[config.mk]
export PLATFORM = sky130hd
export DESIGN_NAME = seq_divider
export DESIGN_NICKNAME = d
export VERILOG_FILES = /design/src/rtl/seq_divider.sv
export SDC_FILE = /design/constraint.sdc
export NUM_CORES = 1
export LEC_CHECK = 0
export ABC_AREA = 1
export ABC_CLOCK_PERIOD_IN_PS = 4600
export CAP_MARGIN = 20
export CORE_ASPECT_RATIO = 1.5
export CORE_MARGIN = 1.5
export CORE_UTILIZATION = 30
export DETAILED_ROUTE_END_ITERATION = 12
export PLACE_DENSITY = 0.57
export SKIP_LAST_GASP = 1
export SLEW_MARGIN = 10
export SYNTH_ARGS = -nofsm -noshare
export SYNTH_HDL_FRONTEND = slang
export SYNTH_SLANG_ARGS = --single-unit
[constraint.sdc]
create_clock -name clk -period 4.6 [get_ports clk]
set_input_delay 0.69 -clock clk [delete_from_list [all_inputs] [get_ports clk]]
set_output_delay 0.69 -clock clk [all_outputs]
set_load 0.03 [all_outputs]
[src/rtl/seq_divider.sv]
// Multi-cycle restoring divider: one quotient bit per clock, subtract on a ripple carry chain.
// Define SEQ_DIVIDER_SIGNED_EN for two's-complement operands (truncating toward zero).
module seq_divider #(
   parameter int WIDTH = 8
) (
   input  logic             clk,
   input  logic             reset,
   input  logic             in_valid,
   output logic             in_ready,
   input  logic [WIDTH-1:0] dividend,
   input  logic [WIDTH-1:0] divisor,
   output logic             out_valid,
   input  logic             out_ready,
   output logic [WIDTH-1:0] quotient,
   output logic [WIDTH-1:0] remainder,
   output logic             div_by_zero,
   output logic [1:0]       dbg_state
);

   // Handshakes: a transfer happens on a rising edge where valid & ready are both high;
   // in_ready and out_valid depend only on registered state.
   localparam int CW = $clog2(WIDTH);

   typedef enum logic [1:0] {
      IDLE = 2'd0,
      CALC = 2'd1,
      DONE = 2'd2
   } state_t;

   state_t           state_q, state_d;
   logic [CW-1:0]    count_q, count_d;
   logic [WIDTH-1:0] p_q, p_d;
   logic [WIDTH-1:0] q_q, q_d;
   logic [WIDTH-1:0] dvs_q, dvs_d;
   logic [WIDTH-1:0] quot_q, quot_d;
   logic [WIDTH-1:0] rem_q, rem_d;
   logic             dbz_q, dbz_d;

   logic [WIDTH:0]   p_shift, sub_b;
   logic [WIDTH-1:0] t_sum, p_next, q_next;
   logic [WIDTH-1:0] a_mag, b_mag, q_fin, r_fin;
   logic             carry, t_cout;

`ifdef SEQ_DIVIDER_SIGNED_EN
   logic q_neg_q, q_neg_d, r_neg_q, r_neg_d;
`endif

   // P' - {0,divisor} as P' + ~{0,divisor} + 1; the top sum bit is never kept because a
   // restored remainder is always below the divisor.
   always_comb begin
      p_shift = {p_q, q_q[WIDTH-1]};
      sub_b   = ~{1'b0, dvs_q};
      carry   = 1'b1;
      t_sum   = '0;
      for (int i = 0; i < WIDTH; i++) begin
         t_sum[i] = p_shift[i] ^ sub_b[i] ^ carry;
         carry    = (p_shift[i] & sub_b[i]) | (carry & (p_shift[i] ^ sub_b[i]));
      end
      t_cout = (p_shift[WIDTH] & sub_b[WIDTH]) | (carry & (p_shift[WIDTH] ^ sub_b[WIDTH]));
      p_next = t_cout ? t_sum : p_shift[WIDTH-1:0];
      q_next = {q_q[WIDTH-2:0], t_cout};
   end

   always_comb begin
`ifdef SEQ_DIVIDER_SIGNED_EN
      a_mag = dividend[WIDTH-1] ? -dividend : dividend;
      b_mag = divisor[WIDTH-1]  ? -divisor  : divisor;
      q_fin = q_neg_q ? -q_next : q_next;
      r_fin = r_neg_q ? -p_next : p_next;
`else
      a_mag = dividend;
      b_mag = divisor;
      q_fin = q_next;
      r_fin = p_next;
`endif
   end

   always_comb begin
      state_d = state_q;
      count_d = count_q;
      p_d     = p_q;
      q_d     = q_q;
      dvs_d   = dvs_q;
      quot_d  = quot_q;
      rem_d   = rem_q;
      dbz_d   = dbz_q;
`ifdef SEQ_DIVIDER_SIGNED_EN
      q_neg_d = q_neg_q;
      r_neg_d = r_neg_q;
`endif
      case (state_q)
         IDLE: begin
            if (in_valid) begin
               dvs_d   = b_mag;
               q_d     = a_mag;
               p_d     = '0;
               count_d = CW'(WIDTH - 1);
`ifdef SEQ_DIVIDER_SIGNED_EN
               q_neg_d = dividend[WIDTH-1] ^ divisor[WIDTH-1];
               r_neg_d = dividend[WIDTH-1];
`endif
               if (divisor == '0) begin
                  state_d = DONE;
                  quot_d  = '1;
                  rem_d   = dividend;
                  dbz_d   = 1'b1;
               end else begin
                  state_d = CALC;
               end
            end
         end
         CALC: begin
            p_d     = p_next;
            q_d     = q_next;
            count_d = count_q - 1'b1;
            if (count_q == '0) begin
               state_d = DONE;
               quot_d  = q_fin;
               rem_d   = r_fin;
               dbz_d   = 1'b0;
            end
         end
         DONE: begin
            if (out_ready) state_d = IDLE;
         end
         default: state_d = IDLE;
      endcase
   end

   always_ff @(posedge clk or posedge reset) begin
      if (reset) begin
         state_q <= IDLE;
         count_q <= '0;
         p_q     <= '0;
         q_q     <= '0;
         dvs_q   <= '0;
         quot_q  <= '0;
         rem_q   <= '0;
         dbz_q   <= 1'b0;
`ifdef SEQ_DIVIDER_SIGNED_EN
         q_neg_q <= 1'b0;
         r_neg_q <= 1'b0;
`endif
      end else begin
         state_q <= state_d;
         count_q <= count_d;
         p_q     <= p_d;
         q_q     <= q_d;
         dvs_q   <= dvs_d;
         quot_q  <= quot_d;
         rem_q   <= rem_d;
         dbz_q   <= dbz_d;
`ifdef SEQ_DIVIDER_SIGNED_EN
         q_neg_q <= q_neg_d;
         r_neg_q <= r_neg_d;
`endif
      end
   end

   assign in_ready    = (state_q == IDLE);
   assign out_valid   = (state_q == DONE);
   assign quotient    = quot_q;
   assign remainder   = rem_q;
   assign div_by_zero = dbz_q;
   assign dbg_state   = state_q;

endmodule

==> metrics.log <==
[metrics] run status: finished, final reports clean
[metrics] global-route wire length before repair: between 9000 and 10,000 µm
[metrics] Worst Hold Launch: quotient[1]$_DFFE_PP0P_
[metrics] total area of sequential cells: between 0.001 and 0.0015 mm²
[metrics] Detailed Route WL: 5500 µm
[metrics] most repeated library cell on the critical path: fa_1
[metrics] relative contribution of the clock network to total power: between 10% and 20%
[metrics] static leakage: approximately 0.0015 µW
[metrics] antenna violations before repair: 0
[metrics] post-synthesis register bit count: 46
[metrics] GR Util met3: between 2 and 2.5%
[metrics] cell at the root of the clock tree: clkbuf_16
[metrics] data required time of the worst path: a little under 5 ns
[metrics] area taken by multi-input logic gates: just over 0.001 mm²
[metrics] fraction of layout instances using a drive strength above 1: 6.44%
[metrics] Die Width: between 70 and 80 µm
[metrics] setup repair after global routing missed its margin: false
[metrics] RR Startpoint: q_q[7]$_DFFE_PP0P_
[metrics] RePlAce Congestion: 0.724
[metrics] cell depth of the worst flop-to-flop path: 14
[metrics] WHS Endpoint: quotient[1]$_DFFE_PP0P_
[metrics] die area: around 0.0085 mm²
[metrics] met2 layer usage reported by global route: a little under a quarter
[metrics] diode count: 0
[metrics] vias in the first global route: 1,907
[metrics] slew at the pin closest to its max-slew limit: 0.782 ns
[metrics] Distinct cells, synth: 22
[metrics] area of the core region: roughly 0.0077 mm²
[metrics] Clock Path Buffers: 2
[metrics] sequence of cells on the critical path: inv_1 -> ha_1 -> fa_1 -> fa_1 -> fa_1 -> fa_1 -> fa_1 -> fa_1 -> fa_1 -> nand2_1 -> nand3_1 -> nand3_1 -> nand3_1 -> nand2_1
[metrics] worst reg2reg endpoint: remainder[5]$_DFFE_PP0P_
[metrics] crit share post-route: about nine tenths
[metrics] area growth from synthesis to layout: 27.1%
[metrics] maximum fanout along the worst path: 8
[metrics] number of instances resized during post-cts repair: 0
[metrics] post-route antenna net violation count: 0
[metrics] initial core utilization: a little under a third
[metrics] clock-pin slew of the registers on the worst-case setup and hold paths: approximately 0.06 ns
[metrics] post-CTS setup-driven buffer insertion count: 0
[metrics] VDD IR-drop max: approximately 0.21 mV
[metrics] Worst Hold Class: reg2reg
[metrics] via count of the routed design: roughly 1.9k
[metrics] aggregate global routing overflow: 0
[metrics] endpoint kind of the worst setup timing path: register
[metrics] maximum capacitance violations: 0
[metrics] startpoint type of the worst setup path: register
[metrics] relative contribution of sequential cells to total power: 29.1%
[metrics] final count of hold timing violations: 0
[metrics] warning count from the yosys run: 0
[metrics] instance count of the mapped netlist: 286
[metrics] CTS Hold Buffers Added: 0
[metrics] site row count: 39
[metrics] Net count, final: 355
[metrics] clock period minus worst slack: 4.11 ns
[metrics] Setup Viol. Count Final: 0
[metrics] final routed wire length divided by cell count: approximately 13 µm
[metrics] P_sw: 1160 µW
[metrics] clk_lat worst skew: just under 0.3 ns
[metrics] maximum number of pins on one net before global-route repair: 47
[metrics] Final Skew: approximately 0.0057 ns
[metrics] max-slew violations: 0
[metrics] power density over the cells: ~840 mW/mm²
[metrics] met1 Usage GRT: around a fifth
[metrics] Iter 0 DRT Violations: 156
[metrics] filler instances: roughly 800
[metrics] slowest stage cell on the critical path: fa_1
[metrics] TritonCTS clock tree: yes
[metrics] worst rel slew slack: between 40% and 50%
[metrics] Detail Placement HPWL: 3900 µm
[metrics] Num CTS Buffers: 5
[metrics] Max stage delay on crit path: 0.40 ns
[metrics] internal power: approximately 1400 µW
[metrics] reg2reg setup slack: between 0.4 and 0.5 ns
[metrics] Port Buffer Count: 40
[metrics] worst hold path stage count: 2
[metrics] setup TNS: 0 ns
[metrics] die outline height: 112 µm
[metrics] classification of the worst setup path: reg2reg
[metrics] DRC: 0
[metrics] combinational fraction of design power: 54.8%
[metrics] CTS H-tree depth: 2
[metrics] boundary pin count: around 40
[metrics] number of sinks driven by the clock tree: 46
[metrics] post-detailed-route via-to-cell ratio: approximately 4.5
[metrics] mean post-synth cell area: just over 8 µm²
[metrics] layer carrying the most global-route usage: met2
[metrics] nets in the synthesized netlist: 316
[metrics] arrival time of data at the critical path endpoint: between 4 and 5 ns
[metrics] top achievable clock speed: roughly 0.24 GHz
[metrics] Hold Slack: 0.468 ns
[metrics] post-synthesis instance area: about 0.0024 mm²
[metrics] Seq/Total Area, Yosys: between 40 and 50%
[metrics] DR pass1 iterations: 4
[metrics] Switching Share: 46.1%
[metrics] combined global-route utilization of all metal layers: 14.4%
## cells in the mapped netlist (all sizes together)
| library cell | n | share of area [%] |
|---|---|---|
| ha | 3 | 1.6 |
| fa | 7 | 5.9 |
| o211ai | 2 | 0.63 |
| o21ai | 11 | 2.5 |
| nand3 | 50 | 11 |
| mux2i | 1 | 0.42 |
| buf | 9 | 2.6 |
| nand2 | 94 | 16 |
| inv | 35 | 5.5 |
| nor3 | 1 | 0.21 |
| dfrtp | 46 | 49 |
| nor2 | 18 | 3.9 |
| a21oi | 8 | 1.7 |
| clkbuf | 1 | 0.16 |
## kinds of logic (layout without fill, tap and decap cells)
group	count (synthesis)	count (layout)	synth area share, %
fa+ha+maj	10	10	7.50
simple gates	163	163	30.4
flops	46	46	48.6
buf+inv	45	85	8.29
mux	1	1	0.422
compound gates	21	21	4.80
## power groups by stage
stage | clock network, µW | logic (µW) | registers, µW
floorplan | 0 | 869 | 873
global placement | 0 | 1380 | 734
detailed placement | 0 | 1390 | 742
CTS | 412 | 1400 | 737
global route | 423 | 1560 | 757
finish | 405 | 1380 | 733
## worst max-delay path: cells and delay by family (launching register included)
kind | cells | cell delay [ns]
adders and majority gates | 8 | 2.92
and+or+nand+nor | 5 | 0.75
DFF | 1 | 0.34
buffers and inverters | 1 | 0.05
## registers in the layout (all words and copies together) (netlist names)
register	flops
dbg_state	2
div_by_zero	1
dvs_q	8
p_q	8
quotient	8
remainder	8
q_q	8
count_q	3
## stage by stage
stage	setup slack, ns	instance area, µm²	utilization (%)	cells	total power, µW
2_1_floorplan	0.806	2370	-	286	1740
5_1_grt	0.294	3010	39.3	428	2740
3_3_place_gp	0.515	2850	37.2	420	2120
6_report	0.490	3010	39.3	428	2520
4_1_cts	0.470	3010	39.3	428	2550
3_5_place_dp	0.504	2850	37.2	420	2140
## cells in the final DEF, fill, tap and decap left out, drive strengths merged
cell	n
o211ai	2
nor3	1
nand2	94
a21oi	8
o21ai	11
clkdlybuf4s50	40
bufinv	1
nor2	18
buf	2
inv	34
fa	7
clkbuf	5
ha	3
mux2i	1
clkinv	3
nand3	50
dfrtp	46
## layer usage
metal  wire length, µm  up-vias
met5                 0        -
met4               164        0
met3               154       10
met2              2810       47
met1              2370      907
li1                  -      975
## area by class of cell
cell class	instances	share of cell area (%)
Clock inverter	3	1.33
Clock buffer	5	4.15
Tap cell	102	4.24
Sequential cell	46	38.2
Timing Repair Buffer	42	13.8
Multi-Input combinational cell	195	33.9
Inverter	35	4.36
## worst max path at each step
stage | cells after the start | endpoint | start
6_report | 14 | remainder[5]$_DFFE_PP0P_ | q_q[7]$_DFFE_PP0P_
3_3_place_gp | 14 | remainder[5]$_DFFE_PP0P_ | q_q[7]$_DFFE_PP0P_
3_5_place_dp | 14 | remainder[5]$_DFFE_PP0P_ | q_q[7]$_DFFE_PP0P_
4_1_cts | 14 | remainder[5]$_DFFE_PP0P_ | q_q[7]$_DFFE_PP0P_
5_1_grt | 14 | remainder[1]$_DFFE_PP0P_ | q_q[7]$_DFFE_PP0P_
2_1_floorplan | 14 | remainder[2]$_DFFE_PP0P_ | q_q[7]$_DFFE_PP0P_
Note: power is estimated with default switching activity, not from simulation.
